File: config.mk
export PLATFORM = sky130hd
export DESIGN_NAME = fetch_stage
export DESIGN_NICKNAME = d
export VERILOG_FILES = /design/src/rtl/fetch_stage.sv
export SDC_FILE = /design/constraint.sdc
export NUM_CORES = 1
export LEC_CHECK = 0
export ABC_AREA = 0
export BUFFER_PORTS_ARGS = -buffer_cell sky130_fd_sc_hd__buf_2
export CORE_MARGIN = 1.5
export CORE_UTILIZATION = 30
export DETAILED_ROUTE_END_ITERATION = 10
export MAX_ROUTING_LAYER = met4
export PLACE_DENSITY = 0.47
export SYNTH_ARGS = -nofsm -noshare
export SYNTH_HDL_FRONTEND = slang
export SYNTH_SLANG_ARGS = --single-unit
File: constraint.sdc
create_clock -name clk -period 13 [get_ports clk]
set_input_delay 2.6 -clock clk [delete_from_list [all_inputs] [get_ports clk]]
set_output_delay 2.6 -clock clk [all_outputs]
set_load 0.05 [all_outputs]
File: src/rtl/fetch_stage.sv
// Instruction fetch stage with IF/ID register, delayed-branch redirect and a one-word hold buffer.
// Define IMEM_WAIT_EN to honour imem_ready; otherwise every FETCH cycle completes a fetch.
module fetch_stage (
    input  logic        clk,
    input  logic        rst,
    input  logic        if_rst,
    input  logic        if_en,
    input  logic        id_rst,
    input  logic        id_en,
    input  logic [2:0]  pc_src,
    input  logic [31:0] fwd_rs_data,
    output logic        imem_req,
    output logic [31:0] imem_addr,
    input  logic        imem_ready,
    input  logic [31:0] imem_data,
    output logic [31:0] id_inst,
    output logic [31:0] id_pc,
    output logic [31:0] id_pc_plus4,
    output logic        id_valid,
    output logic        if_valid
);

    localparam logic [0:0] ST_FETCH = 1'b0;
    localparam logic [0:0] ST_HOLD  = 1'b1;

    localparam logic [2:0] SRC_JUMP   = 3'd1;
    localparam logic [2:0] SRC_BRANCH = 3'd2;
    localparam logic [2:0] SRC_FWD    = 3'd3;

    logic [0:0]  state_q, state_d;
    logic [31:0] pc_q, pc_d;
    logic [31:0] hold_q, hold_d;
    logic        pend_q, pend_d;
    logic [31:0] pend_tgt_q, pend_tgt_d;
    logic [31:0] id_inst_q, id_inst_d;
    logic [31:0] id_pc_q, id_pc_d;
    logic [31:0] id_pc4_q, id_pc4_d;
    logic        id_valid_q, id_valid_d;

    logic        ready_eff;
    logic        fetch_req;
    logic        fetch_done;
    logic        if_valid_w;
    logic [31:0] if_word;
    logic [31:0] pc_plus4;
    logic        retire;
    logic        redirect_evt;
    logic [31:0] branch_off;
    logic [31:0] redirect_tgt;
    logic [31:0] next_pc;

`ifdef IMEM_WAIT_EN
    assign ready_eff = imem_ready;
`else
    logic unused_ready;
    assign unused_ready = imem_ready;
    assign ready_eff    = 1'b1;
`endif

    // if_rst withdraws the request in the same cycle so imem sees a cancel.
    assign fetch_req  = (state_q == ST_FETCH) && !if_rst;
    assign fetch_done = fetch_req && ready_eff;
    assign if_valid_w = fetch_done || (state_q == ST_HOLD);
    assign if_word    = (state_q == ST_HOLD) ? hold_q : imem_data;
    assign pc_plus4   = pc_q + 32'd4;

    assign retire       = if_valid_w && if_en && id_en && !id_rst;
    assign redirect_evt = id_valid_q && id_en && !id_rst &&
                          ((pc_src == SRC_JUMP) || (pc_src == SRC_BRANCH) || (pc_src == SRC_FWD));

    assign branch_off = {{14{id_inst_q[15]}}, id_inst_q[15:0], 2'b00};

    always_comb begin
        redirect_tgt = fwd_rs_data;
        case (pc_src)
            SRC_JUMP:   redirect_tgt = {id_pc4_q[31:28], id_inst_q[25:0], 2'b00};
            SRC_BRANCH: redirect_tgt = id_pc4_q + branch_off;
            default:    redirect_tgt = fwd_rs_data;
        endcase
        redirect_tgt[1:0] = 2'b00;
    end

    // A latched redirect belongs to the delay slot still to retire, so it wins.
    always_comb begin
        if (pend_q) begin
            next_pc = pend_tgt_q;
        end else if (redirect_evt) begin
            next_pc = redirect_tgt;
        end else begin
            next_pc = pc_plus4;
        end
    end

    always_comb begin
        state_d    = state_q;
        pc_d       = pc_q;
        hold_d     = hold_q;
        pend_d     = pend_q;
        pend_tgt_d = pend_tgt_q;
        id_inst_d  = id_inst_q;
        id_pc_d    = id_pc_q;
        id_pc4_d   = id_pc4_q;
        id_valid_d = id_valid_q;

        if (if_rst) begin
            state_d    = ST_FETCH;
            pc_d       = 32'd0;
            hold_d     = 32'd0;
            pend_d     = 1'b0;
            pend_tgt_d = 32'd0;
            id_inst_d  = 32'd0;
            id_valid_d = 1'b0;
        end else if (retire) begin
            id_inst_d  = if_word;
            id_pc_d    = pc_q;
            id_pc4_d   = pc_plus4;
            id_valid_d = 1'b1;
            pc_d       = next_pc;
            state_d    = ST_FETCH;
            pend_d     = 1'b0;
        end else begin
            if (fetch_done) begin
                hold_d  = imem_data;
                state_d = ST_HOLD;
            end
            if (id_en) begin
                id_inst_d  = 32'd0;
                id_valid_d = 1'b0;
            end
            if (redirect_evt) begin
                pend_d     = 1'b1;
                pend_tgt_d = redirect_tgt;
            end
        end
    end

    always_ff @(posedge clk or posedge rst) begin
        if (rst) begin
            state_q    <= ST_FETCH;
            pc_q       <= 32'd0;
            hold_q     <= 32'd0;
            pend_q     <= 1'b0;
            pend_tgt_q <= 32'd0;
            id_inst_q  <= 32'd0;
            id_pc_q    <= 32'd0;
            id_pc4_q   <= 32'd0;
            id_valid_q <= 1'b0;
        end else begin
            state_q    <= state_d;
            pc_q       <= pc_d;
            hold_q     <= hold_d;
            pend_q     <= pend_d;
            pend_tgt_q <= pend_tgt_d;
            id_inst_q  <= id_inst_d;
            id_pc_q    <= id_pc_d;
            id_pc4_q   <= id_pc4_d;
            id_valid_q <= id_valid_d;
        end
    end

    assign imem_req    = fetch_req;
    assign imem_addr   = pc_q;
    assign if_valid    = if_valid_w;
    assign id_inst     = id_inst_q;
    assign id_pc       = id_pc_q;
    assign id_pc_plus4 = id_pc4_q;
    assign id_valid    = id_valid_q;

endmodule

==> results_dict.tcl <==
set metrics [dict create \
    avgRoutedWirePerCell_microns 20.2 \
    post_route_cells_drive_above_1_share 0.186 \
    holdBufCountCts 0 \
    totalWireLength_microns 37200 \
    routed_via_density 5.13 \
    clkPwrFrac 0.396 \
    grt.overflow.total 0 \
    ctsResizeCount 0 \
    core_area_sq_um 34500 \
    tightest_slew_ns 1.01 \
    p_sw_frac 0.307 \
    setup_viol 0 \
    die_x_microns 190 \
    ys_seq_elements 187 \
    drv_slew 0 \
    status "completed" \
    yosysSeqAreaShare 0.447 \
    grt_pass1_vias 9175 \
    worstPathRequired_ns 10.40 \
    drcViolationCount 0 \
    fillers 3675 \
    skew_ns 0.0140 \
    ios 205 \
    start_kind "input port" \
    hold_viol_final 0 \
    synthTopCellsByArea "dfrtp_1, nand2_1, o21ai_0, a21oi_1, mux2i_1" \
    layout_min_cycle_time_ns 6.20 \
    cp_data_arrival_time_ns 3.60 \
    setup.worst_path.class "input port to output port" \
    p_seq_frac 0.445 \
    root_buffer "clkbuf_16" \
    num_rows 68 \
    cts_sinks 187 \
    syn_area_sq_um 10500 \
    ys.flop_type "dfrtp_1" \
    power_frac_comb 0.159 \
    synthTopCellsByCount "nand2_1, dfrtp_1, o21ai_0" \
    grt_max_degree 119 \
    finalCritPeriodShare 0.477 \
    setup_tns_ns 0 \
    leakagePower_nw 6.11 \
    die_area_sq_um 36100 \
    power.net_switching_uw 433 \
    cts_buffers 17 \
    insertion_delay_ns 0.45 \
    syn_inst 1224 \
    peakVddDrop_uv 99.1 \
    htreeDepth 4 \
    gp_congestion 0.848 \
    area_growth_pct 19.2 \
    yosys.area.top_type "dfrtp_1" \
    start_util 0.304 \
    nets 1482 \
    vias 9484 \
    yosysWarnings 0 \
    crit_path_end_kind "output port" \
    clk_pin_slew_ns 0.07 \
    hold_ws_ns 0.471 \
    rsz0062_at_grt "false" \
    cellPowerDensity_nw_per_um2 113 \
    postCtsSetupBuffers 0 \
    ys_async_sr_fraction 1.00 \
    clock.fmax_mhz 161 \
    synth.distinct_cells 62 \
    grt_antenna_before_repair 4 \
    cts_tree "built" \
    hold_class "flip-flop to flip-flop" \
    synth.avg_cell_area_sq_um 8.56 \
    synth_top_area_frac 0.447 \
    synth_most_common_cell "nand2_1" \
    drt_iter0_markers 604 \
    maxCapViolCount 0 \
    portBuffers 195 \
    grt_use_total 0.216 \
    path_max_fanout 35 \
    ant_nets 0 \
    die_h_microns 190 \
    internal_power_uw 976 \
    slew_headroom 0.327 \
    dp_hpwl_microns 25600 \
    synth_edf_count 0 \
    dr.pass1.iters 5 \
    clockBufferDepth 2 \
    grt_pass1_wl_microns 57000 \
]
## critical path: stages
cell and delay [ns]:
buf_2 0.61, nand2b_1 0.12, buf_2 0.24
## cell families (layout without fill, tap and decap cells)
family / after synthesis / count (layout) / share of synthesized area
mux: 42 / 42 / 0.0401
xor+xnor: 47 / 47 / 0.0393
other cells: 1 / 11 / 0.000358
flops: 187 / 187 / 0.447
simple gates: 481 / 481 / 0.197
fa+ha+maj: 31 / 31 / 0.0377
buf+inv: 99 / 258 / 0.0383
compound gates: 336 / 336 / 0.201
## layout by cell type (no fill, tap or decap), types with 4 or more instances in the layout
cell type / netlist / final
and3_1: 11 / 11
nand4_1: 11 / 11
clkbuf_16: 0 / 17
nor2b_1: 7 / 7
diode_2: 0 / 5
nand3b_1: 6 / 6
a311oi_1: 4 / 4
and2_1: 5 / 5
nor2_2: 1 / 4
dfrtp_1: 187 / 186
a22o_1: 20 / 20
o31ai_1: 4 / 4
inv_1: 14 / 13
o21a_1: 7 / 7
a22oi_1: 20 / 20
o211ai_1: 8 / 8
o21ai_0: 112 / 111
nand2b_1: 13 / 12
mux2i_1: 42 / 42
a211oi_1: 22 / 22
xor2_1: 21 / 21
conb_1: 1 / 6
nor2_1: 67 / 63
ha_1: 30 / 30
a221oi_1: 4 / 4
o22ai_1: 5 / 5
nor3_1: 20 / 20
or3_1: 7 / 7
o21bai_1: 5 / 5
nand2_1: 299 / 299
xnor2_1: 26 / 26
buf_4: 7 / 18
a21oi_1: 88 / 88
nand3_1: 24 / 24
buf_2: 1 / 195
a21o_1: 7 / 7
## metal layers
| metal | share of wire | vias up | wire, microns | GRT usage |
|---|---|---|---|---|
| met1 | 0.47 | 4585 | 17700 | 0.300 |
| met3 | 0.063 | 25 | 2340 | 0.0424 |
| met2 | 0.45 | 291 | 16700 | 0.320 |
| met4 | 0.013 | 0 | 502 | 0.0528 |
| met5 | 0 | - | 0 | - |
| li1 | - | 4583 | - | - |
## metrics by stage
step / cell area [sq um] / utilization / instances / setup slack [ns] / power [mW]
after global routing: 12500 / 0.363 / 1847 / 6.72 / 1.47
final: 12500 / 0.363 / 1848 / 6.80 / 1.41
after global placement: 11900 / 0.345 / 1813 / 6.78 / 0.862
after CTS: 12500 / 0.362 / 1843 / 6.77 / 1.43
after floorplan: 10500 / - / 1229 / 5.31 / 0.788
after detailed placement: 11900 / 0.345 / 1813 / 6.77 / 0.864
## layout make-up
type                       instances  area (sq um)  share of cell area
tap                              455           569              0.0456
multi-input combinational        943          5460               0.437
timing repair buffer             213          1110              0.0889
clock buffer                      21           460              0.0368
clock inverter                     9           138              0.0110
antenna                            5          12.5             0.00100
inverter                          15          63.8             0.00511
sequential                       187          4680               0.375
## power by group through the flow
| stage | logic [mW] | registers, mW | clock network [mW] |
|---|---|---|---|
| detailed placement | 0.226 | 0.638 | 0 |
| finish | 0.224 | 0.627 | 0.558 |
| global placement | 0.224 | 0.638 | 0 |
| global route | 0.244 | 0.630 | 0.597 |
| floorplan | 0.101 | 0.687 | 0 |
| CTS | 0.226 | 0.627 | 0.575 |
## flip-flops by register name (all words and copies together) (netlist names)
register	count
id_inst	32
pend_q	1
id_valid	1
id_pc_plus4	30
state_q	1
pend_tgt_q	30
imem_addr	30
hold_q	32
id_pc	30
## path summary, 6_finish.rpt
path                            start  cells past startpoint              end  slack, ns
min reg2reg                 id_pc[27]                      2        id_pc[27]       0.47
max                            if_rst                      3         if_valid       6.80
max in group asynchronous         rst                      3          state_q       9.03
min in group asynchronous         rst                      2  id_pc_plus4[29]       2.28
max reg2reg                id_inst[0]                     12    imem_addr[28]       9.41
min                         id_pc[27]                      2        id_pc[27]       0.47
No activity file was read; power rests on OpenSTA's default activity.
